==> src/rtl/ddr_multi_arbiter.sv <==
// N-channel DDR4 command arbiter with per-channel request latching and a watchdog.
// Define ARB_RR_EN for round-robin arbitration; otherwise the lowest pending index wins.
module ddr_multi_arbiter #(
    parameter int                NUM_CH  = 4,
    parameter int                CH_W    = 2,
    parameter logic [NUM_CH-1:0] RD_MASK = NUM_CH'(4'b1010),
    parameter int                TIMEOUT = 1024
) (
    input  logic              clk,
    input  logic              rst_n,
    input  logic [NUM_CH-1:0] req,
    input  logic [NUM_CH-1:0] done,
    output logic [NUM_CH-1:0] start,
    output logic              busy,
    output logic [CH_W-1:0]   grant_id,
    output logic              mode,
    output logic [NUM_CH-1:0] pending,
    output logic              timeout_err
);

    typedef enum logic {IDLE, BUSY} state_t;

    localparam logic [15:0] TO = 16'(TIMEOUT);

    state_t            state_q, state_d;
    logic [CH_W-1:0]   grant_q, grant_d, win;
    logic [NUM_CH-1:0] pend_q, start_q, start_d;
    logic              started_q;
    logic [15:0]       cnt_q;
    logic              to_hit;

`ifdef ARB_RR_EN
    logic [CH_W-1:0] last_q;
    logic            found;
    int              idx;

    // Search begins just after the previous winner and wraps around.
    always_comb begin
        win   = '0;
        found = 1'b0;
        idx   = 0;
        for (int i = 0; i < NUM_CH; i++) begin
            idx = (int'(last_q) + 1 + i) % NUM_CH;
            if (!found && pend_q[CH_W'(idx)]) begin
                win   = CH_W'(idx);
                found = 1'b1;
            end
        end
    end

    always_ff @(posedge clk or negedge rst_n) begin
        if (!rst_n)
            last_q <= CH_W'(NUM_CH - 1);
        else if (state_q == IDLE && |pend_q)
            last_q <= win;
    end
`else
    always_comb begin
        win = '0;
        for (int i = NUM_CH - 1; i >= 0; i--) begin
            if (pend_q[CH_W'(i)])
                win = CH_W'(i);
        end
    end
`endif

    assign busy   = (state_q == BUSY);
    assign to_hit = busy && started_q && (TIMEOUT != 0) && (cnt_q == TO);

    always_comb begin
        state_d = state_q;
        grant_d = grant_q;
        start_d = '0;
        unique case (state_q)
            IDLE: begin
                if (|pend_q) begin
                    state_d = BUSY;
                    grant_d = win;
                end
            end
            BUSY: begin
                if (!started_q) begin
                    if (pend_q[grant_q])
                        start_d = NUM_CH'(1) << grant_q;
                end else if (done[grant_q] || to_hit) begin
                    state_d = IDLE;
                end
            end
            default: state_d = IDLE;
        endcase
    end

    always_ff @(posedge clk or negedge rst_n) begin
        if (!rst_n) begin
            state_q   <= IDLE;
            grant_q   <= '0;
            pend_q    <= '0;
            start_q   <= '0;
            started_q <= 1'b0;
            cnt_q     <= '0;
        end else begin
            state_q <= state_d;
            grant_q <= grant_d;
            start_q <= start_d;
            // A new request in the start cycle re-arms the bit being cleared.
            pend_q  <= (pend_q & ~start_d) | req;
            if (state_d == IDLE)
                started_q <= 1'b0;
            else if (|start_d)
                started_q <= 1'b1;
            if (busy && started_q && state_d == BUSY) begin
                if (cnt_q != 16'hFFFF)
                    cnt_q <= cnt_q + 16'd1;
            end else begin
                cnt_q <= '0;
            end
        end
    end

    assign start       = start_q;
    assign grant_id    = grant_q;
    assign pending     = pend_q;
    assign mode        = busy & RD_MASK[grant_q];
    assign timeout_err = to_hit & ~done[grant_q];

endmodule

==> config.mk <==
export PLATFORM = sky130hd
export DESIGN_NAME = ddr_multi_arbiter
export DESIGN_NICKNAME = d
export VERILOG_FILES = /design/src/rtl/ddr_multi_arbiter.sv
export SDC_FILE = /design/constraint.sdc
export NUM_CORES = 1
export LEC_CHECK = 0
export ABC_AREA = 1
export BUFFER_PORTS_ARGS = -buffer_cell sky130_fd_sc_hd__clkbuf_2
export CAP_MARGIN = 10
export CORE_MARGIN = 3
export CORE_UTILIZATION = 60
export CTS_CLUSTER_SIZE = 20
export DETAILED_ROUTE_END_ITERATION = 8
export PLACE_DENSITY = 0.84
export SLEW_MARGIN = 20
export SYNTH_ARGS = -nofsm -noshare
export SYNTH_HDL_FRONTEND = slang
export SYNTH_SLANG_ARGS = --single-unit
==> constraint.sdc <==
create_clock -name clk -period 2.4 [get_ports clk]
set_input_delay 0.24 -clock clk [delete_from_list [all_inputs] [get_ports clk]]
set_output_delay 0.24 -clock clk [all_outputs]
set_load 0.01 [all_outputs]
# Word level (Yosys, flattened, before mapping)
# Index checks and enable logic that the tools add are counted.
[word_totals]
out_inout_bits = 13
word_cells = 46
regBits = 28
in_bits = 10
[op_classes]
n_shift = 1
reduce_logical = 7
n_eq_ne = 4
add_sub_neg = 1
mux = 19
bitwise_logic = 7
magnitude_cmp = 1
[op_table]
columns = ["operator", "n"]
rows = [
  ["16-bit 2-to-1 mux", 2],
  ["16-bit by 1-bit adder with 16-bit output, second input constant", 1],
  ["16-bit by 11-bit == test with 1-bit output, second input constant", 1],
  ["16-bit inequality test, second input constant", 1],
  ["4-bit 2-to-1 mux", 3],
  ["1-bit 2-to-1 mux", 8],
  ["4-bit OR reduction", 2],
  ["1-bit binary-select mux with 2-bit select", 3],
  ["4-bit AND", 1],
  ["2-bit 2-to-1 mux", 2],
  ["2-bit by 1-bit inequality test with 1-bit output, second input constant", 2],
  ["4-bit NOT", 1],
  ["4-bit bitwise OR", 1],
  ["1-bit by 2-bit << shifter with 4-bit output, first input constant", 1],
  ["1-bit logical AND", 3],
  ["2-bit by 3-bit < comparator with 1-bit output, second input constant", 1],
  ["1-bit AND", 2],
  ["1-bit NOT", 2],
  ["1-bit one-hot mux with 2 select lines", 1],
  ["2-bit AND reduction", 1],
  ["1-bit logical OR", 1],
]

# Longest topological paths before layout
# Gate-level depths: netlist of run 1.
[logic_depth]
ltp_word = 8
ltp_mapped = 11
ltp_nobuf = 11

# Worst setup path before layout of run 1
# OpenSTA, ideal clock, no wires.
[synth_path]
kind = "flip-flop to output port"
start = "reg cnt_q[0]"
end = "out timeout_err"
required_ns = 2.160
setup_slack_ns = 0.931
path_buffers = 0
path_stages_with_launch = 9
t_arrival_ns = 1.229
path_cell_list = "dfrtp_1 -> inv_1 -> ha_1 -> inv_1 -> nor2_1 -> nand2_1 -> nor2_1 -> nand2_1 -> nor2_1"
[synth_between]
elab_chain_len = 3
[synth_lines]
columns = ["item", "line", "source"]
rows = [
  ["start, declared", "29", "logic [15:0] cnt_q;"],
  ["start signal, assigned", "113", "cnt_q <= cnt_q + 16'd1;"],
  ["16-bit by 11-bit == test with 1-bit output", "68", "assign to_hit = busy && started_q && (TIMEOUT != 0) && (cnt_q == TO);"],
  ["1-bit logical AND", "68", ""],
  ["1-bit AND", "124", "assign timeout_err = to_hit & ~done[grant_q];"],
  ["end, declared", "18", "output logic timeout_err"],
]
# No other way between the ends.

# Worst setup path in the final report of run 1
# Same ends and word-level chain as after synthesis.

==> results of run 1 <==
## power breakdown
part           internal (mW)  leakage (nW)  switching, mW  total (mW)
sequential             0.486         0.319         0.0691       0.556
combinational          0.125         0.457          0.252       0.377
clock                 0.0624        0.0177          0.122       0.185
## synth_stat cells
cell | instances | area share (%)
a211oi_1 | 1 | 0.51
a21oi_1 | 1 | 0.34
a21oi_2 | 11 | 6.6
a31oi_1 | 1 | 0.43
and2_1 | 2 | 0.86
buf_4 | 3 | 1.5
buf_6 | 1 | 0.77
conb_1 | 1 | 0.26
dfrtp_1 | 25 | 43
ha_1 | 2 | 1.7
inv_1 | 23 | 5.9
inv_2 | 2 | 0.51
nand2_1 | 48 | 12
nand2_2 | 2 | 0.86
nand2_4 | 1 | 0.77
nand3_1 | 14 | 4.8
nand3_2 | 1 | 0.68
nand3b_1 | 1 | 0.51
nand4_1 | 6 | 2.6
nor2_1 | 27 | 6.9
nor2_2 | 1 | 0.43
nor2_4 | 1 | 0.77
nor3_1 | 2 | 0.68
o21ai_1 | 1 | 0.34
o21bai_1 | 2 | 1.0
or2_2 | 2 | 0.86
xnor2_1 | 2 | 1.2
xor2_1 | 5 | 3.0
## timing repair
item                                   CTS  global route
hold buffers                             1             0
setup buffers                            0             0
endpoints found under the hold margin   25             0
## registers in the layout, indices dropped and copies added (netlist names)
name / cells
pending: 4
busy: 1
start: 2
grant_id: 1
cnt_q: 16
started_q: 1
## cell usage in the layout (no fill, tap or decap), types with 2 or more instances in the layout
cell type	netlist	final
inv_1	23	23
nor2_1	27	27
inv_2	2	2
dfrtp_1	25	25
nand3_1	14	14
nor3_1	2	2
xor2_1	5	5
o21bai_1	2	2
conb_1	1	3
a21oi_2	11	11
clkbuf_2	0	17
clkbuf_4	0	3
xnor2_1	2	2
nand2_1	48	48
nand4_1	6	6
nand2_2	2	2
or2_2	2	2
ha_1	2	2
and2_1	2	2
## worst max path at each step
stage	start	cells after the start	to
floorplan	cnt_q[0]$_DFFE_PN0P_	8	timeout_err
global placement	cnt_q[0]$_DFFE_PN0P_	9	timeout_err
detailed placement	cnt_q[0]$_DFFE_PN0P_	9	timeout_err
CTS	cnt_q[0]$_DFFE_PN0P_	9	timeout_err
global route	cnt_q[0]$_DFFE_PN0P_	9	timeout_err
finish	cnt_q[0]$_DFFE_PN0P_	9	timeout_err
## worst register-to-register path, cell delays in order (launching register included)
cell and delay [ps]:
dfrtp_1 490, ha_1 290, nand3_2 130, nor2_1 310, nand3b_1 150, nor3_1 170, nor2_1 70
## metrics by stage
step	power, mW	worst slack [ps]	utilization, %
2_1_floorplan	0.8123	931.3	-
3_3_place_gp	0.9230	798.7	68.98
3_5_place_dp	0.9409	735.8	68.98
4_1_cts	1.131	348.0	70.64
5_1_grt	1.207	187.6	70.64
6_report	1.117	367.1	70.64
## per-layer routing
layer | vias up | part of all wire [%]
met5 | - | 0
met4 | 0 | 1.9
met3 | 6 | 3.5
met2 | 29 | 50
met1 | 582 | 44
li1 | 633 | -
## final cells by class
type	instances	area, um^2
multi-input cells	137	715.7
clock inverters	1	5.005
well taps	28	35.03
inverters	25	93.84
flip-flops and latches	25	625.6
repair buffers	18	95.09
clock buffers	3	22.52
fillers	191	661.9
## cells by family (layout without fill, tap and decap cells)
group	count (synthesis)	count (layout)	share of synthesized area (%)
buffers and inverters	29	47	8.733
xor gates and xnor gates	7	7	4.195
AOI/OAI and AO/OA	17	17	9.246
and+or+nand+nor	108	108	33.05
adders and majority gates	2	2	1.712
DFF	25	25	42.81
other	1	3	0.2566
==> impl_metrics.yaml, run 1 <==
run_status:
  status: "finished, final reports clean"
critical_path:
  worstPathCellList: "inv_1 > ha_1 > inv_1 > nor2_1 > nand2_1 > nor2_1 > nand2_1 > nor2_1 > clkbuf_2"
  cp_top_family: "simple AND/OR/NAND/NOR gates"
  cp_slowest_cell: "dfrtp_1"
  crit_top_cell: "nor2_1"
  slowest_delay_ps: 480
  end_kind: "output pin"
  r2r-start: "cnt_q[0]$_DFFE_PN0P_"
  criticalPathCategory: "reg -> out"
  crit_path_start_kind: "register"
  critPathMaxFanout: 7
  worst_r2r_path_depth: 6
  worst_ep_required_time_ps: 2160
  ff2ff_setup_slack_ps: 700
  cp_data_arrival_time_ps: 1790
  path_buf_inv: 3
  reg2reg_to: "cnt_q[12]$_DFFE_PN0P_"
layout:
  drive_above_1_share_pct: 20.10
  fin_nets: 222
  finalInstanceArea_mm2: 0.001593
  areaGrowthSynthToFinish_pct: 8.990
  instances_no_fill: 237
  antenna_cells: 0
global_route:
  grt_first_pass_wirelength_mm: 4.850
  grt_usage_pct: 19.36
  gr-total-overflow: 0
  antenna_found_initial: 0
  met2_usage_pct: 33.78
  grt_max_degree: 26
  met3_usage_pct: 3.037
  grt_pass1_vias: 1204
  use_met1_pct: 23.90
  grt_busiest_layer: "met2"
pwr:
  p_leak_nw: 0.7936
  p_per_area_mw_per_mm2: 701.4
  peakVddDrop_v: 0.0006644
die:
  die_y_um: 55.35
  core_area_mm2: 0.002255
  die_w_um: 55.35
  initial_core_util_pct: 64.82
  rows: 17
  dieArea_mm2: 0.003064
  boundaryPins: 23
timing:
  setup_viol: 0
  slew_violations: 0
  grt_setup_unrepaired: "no"
  holdWs_ps: 105.1
  finalCritPeriodShare_pct: 84.70
  setup_tns_ps: 0
  slew_headroom_pct: 60.13
  tightest_slew_ps: 598.1
  clock.fmax_mhz: 491.9
  clock_skew_ps: 11.91
  fin_crit_ps: 2033
  hold_violations: 0
route:
  drt-pass1-iter-count: 4
  drtIter0Drc: 23
  wire_per_inst_um: 11.69
  drtAntennaViolNets: 0
  drcViolationCount: 0
  num_vias: 1250
  routed_via_density: 5.274
  drt-total-wl_mm: 2.771
clock_tree:
  cts_max_path_buffers: 2
  cts.repair.resized: 0
  clkSinkCount: 25
  htreeDepth: 1
  clk_latency_ps: 320
  clockRootBuffer: "clkbuf_4"
  path_clk_slew_ps: 140
  cts_tree: "done"
  cts-buffers-inserted: 3
placement:
  place_area_mm2: 0.001555
  gp_congestion: 0.8183
  io_buffers: 17
  place_inst: 232
  hpwlAfterDp_mm: 2.217
worst_hold_path:
  hold_depth: 2
  min_from: "req[1]"
  whs_endpoint: "pending[1]$_DFF_PN0_"
  min_path_type: "in -> reg"
synth:
  syn-cell-area_mm2: 0.001461
  syn_avg_cell_area_um2: 7.732
  yosys_warnings: 0
  synth_cell_types: 28
  yosysSeqAreaShare_pct: 42.81
  syn_inst: 189
  ys_ff_latch: 25
run:
  maxCapViolCount: 0
(Power assumes the default switching activity.)
==> inputs of run 2 (changes only) <==
--- a/config.mk
+++ b/config.mk
@@ -9,10 +9,10 @@
 export BUFFER_PORTS_ARGS = -buffer_cell sky130_fd_sc_hd__clkbuf_2
 export CAP_MARGIN = 10
 export CORE_MARGIN = 3
-export CORE_UTILIZATION = 60
+export CORE_UTILIZATION = 50
 export CTS_CLUSTER_SIZE = 20
 export DETAILED_ROUTE_END_ITERATION = 8
-export PLACE_DENSITY = 0.84
+export PLACE_DENSITY = 0.75
 export SLEW_MARGIN = 20
 export SYNTH_ARGS = -nofsm -noshare
 export SYNTH_HDL_FRONTEND = slang
==> constraint.sdc (replaced) <==
create_clock -name clk -period 1.8 [get_ports clk]
set_input_delay 0.18 -clock clk [delete_from_list [all_inputs] [get_ports clk]]
set_output_delay 0.18 -clock clk [all_outputs]
set_load 0.01 [all_outputs]
==> run 2 against run 1 <==
  * Clock-buffer cell count increased by 1
  * Clock skew fell by 6.8 ps
  * Utilization shrank 7.4 points
  * Sequential power rose by 32%
  * Register-to-register slack got worse by 570 ps
  * First-iteration DRC count is 52% higher
  * Power is 42% higher
  * Sequential cell count is the same
  * Via count increased by 1.2%
  * Critical endpoint unchanged
==> impl_metrics.yaml, run 2 (synthesized netlist as in run 1, its figures left out) <==
layout:
  areaGrowthSynthToFinish_pct: 13.96
  fin_nets: 228
  largest_reg_flops: 16
  top_register: "cnt_q"
  final_common_cell: "nand2_1"
  instances_no_fill: 245
  layout_common_cells: "nand2_1 (47), nor2_1 (24), dfrtp_1 (24), inv_1 (20), clkbuf_2 (16)"
  num-fill-cells: 233
  drive_above_1_share_pct: 26.51
  antenna_cells: 0
die:
  initial_core_util_pct: 55.46
  dieArea_mm2: 0.003607
  boundaryPins: 23
  rows: 18
  die_w_um: 60.06
  die_y_um: 60.06
  core_area_mm2: 0.002635
critical_path:
  criticalPathCategory: "reg -> out"
  worst_ep_required_time_ps: 1620
  cp_top_family: "simple AND/OR/NAND/NOR gates"
  end_kind: "output pin"
  critPathMaxFanout: 2
  r2r-start: "cnt_q[1]$_DFFE_PN0P_"
  slowest_delay_ps: 430
  worstPathCellList: "inv_2 > ha_4 > inv_2 > nor2_2 > nand2_1 > nor2_2 > nand2_2 > nor2_1 > buf_2"
  crit_path_start_kind: "register"
  cp_data_arrival_time_ps: 1570
  ff2ff_setup_slack_ps: 130
  path_buf_inv: 3
  worst_r2r_path_depth: 11
  cp_slowest_cell: "dfrtp_2"
  reg2reg_to: "cnt_q[14]$_DFFE_PN0P_"
timing:
  hold_violations: 0
  fin_crit_ps: 1746
  finalCritPeriodShare_pct: 97.03
  clock_skew_ps: 5.102
  setup_viol: 0
  holdWs_ps: 32.66
  slew_violations: 0
  slew_headroom_pct: 59.95
  tightest_slew_ps: 600.7
  grt_setup_unrepaired: "yes"
  clock.fmax_mhz: 572.6
placement:
  place_inst: 234
  io_buffers: 17
  hpwlAfterDp_mm: 2.233
  gp_congestion: 0.7887
route:
  routed_via_density: 5.163
  detail_route.wirelength.met1_mm: 1.402
  drt-total-wl_mm: 3.054
  drtAntennaViolNets: 0
  drtIter0Drc: 35
  drcViolationCount: 0
  wl_met3_um: 110
  num_vias: 1265
  drt-pass1-iter-count: 4
  top_layer: "met4"
  wire_per_inst_um: 12.47
  met2_length_mm: 1.509
worst_hold_path:
  min_from: "req[2]"
  hold_depth: 2
  whs_endpoint: "pending[2]$_DFF_PN0_"
  min_path_type: "in -> reg"
clock_tree:
  clockRootBuffer: "clkbuf_4"
  clkSinkCount: 25
  path_clk_slew_ps: 140
  cts_max_path_buffers: 2
  cts-buffers-inserted: 3
  htreeDepth: 1
  cts_tree: "done"
  clk_latency_ps: 320
global_route:
  grt_first_pass_wirelength_mm: 5.057
  grt_pass1_vias: 1164
  antenna_found_initial: 0
  grt_usage_pct: 18.58
  gr-total-overflow: 0
  grt_max_degree: 26
run:
  maxCapViolCount: 0
run_status:
  status: "finished, final reports clean"
pwr:
  p_leak_nw: 0.8170
  peakVddDrop_v: 0.0009034
  p_per_area_mw_per_mm2: 954.1
## run 2: cell count changes in the layout (fill, tap and decap cells not counted), moves of 2 or more
| cell | before | now |
|---|---|---|
| buf_4 | 0 | 6 |
| ha_1 | 2 | 0 |
| inv_1 | 23 | 20 |
| inv_2 | 2 | 5 |
| nor2_1 | 27 | 24 |
| nor2_2 | 1 | 4 |
## run 2: stage by stage
stage	setup slack (ps)	area [um^2]	util, %	power, mW	setup TNS [ps]
detailed placement	151.8	1558	59.12	1.259	0
floorplan	363.5	1469	-	1.083	0
finish	53.54	1665	63.20	1.589	0
CTS	40.06	1630	61.87	1.540	0
global route	-60.75	1665	63.20	1.705	-60.75
global placement	196.6	1558	59.12	1.236	0
## run 2: layout make-up
type                            instances  area [um^2]  share of cell area (%)
Inverter                               25        93.84                   5.635
Timing Repair Buffer                   24        140.1                   8.415
Sequential cell                        25        626.9                   37.64
Multi-Input combinational cell        137        740.7                   44.48
Clock buffer                            4        26.28                   1.578
Tap cell                               30        37.54                   2.254
## run 2: worst max-delay path by stage
stage                               from                     to  slack (ps)  cells after the start
CTS                 cnt_q[0]$_DFFE_PN0P_            timeout_err          40                      9
detailed placement  cnt_q[0]$_DFFE_PN0P_  cnt_q[12]$_DFFE_PN0P_         150                      6
finish              cnt_q[0]$_DFFE_PN0P_            timeout_err          50                      9
global route        cnt_q[0]$_DFFE_PN0P_            timeout_err         -60                      9
floorplan           cnt_q[0]$_DFFE_PN0P_  cnt_q[10]$_DFFE_PN0P_         360                      9
global placement    cnt_q[0]$_DFFE_PN0P_  cnt_q[12]$_DFFE_PN0P_         200                      6
## run 2: repair_timing
action	4_1_cts	5_1_grt
hold endpoints to repair	25	0
pin swaps	1	4
buffers inserted	4	2
endpoints found under the setup margin	1	2
hold buffers	1	0
resized for setup	3	9
## run 2: metal layers
metal	vias to the layer above	GRT usage, %
li1	639	-
met1	599	23.17
met2	22	32.56
met3	5	3.672
met4	0	4.747
met5	-	0
## run 2: report_power, final
part	total, mW	internal (mW)	switching (mW)
combinational	0.598	0.216	0.382
clock	0.257	0.0869	0.170
sequential	0.734	0.650	0.0836
total	1.59	0.954	0.635
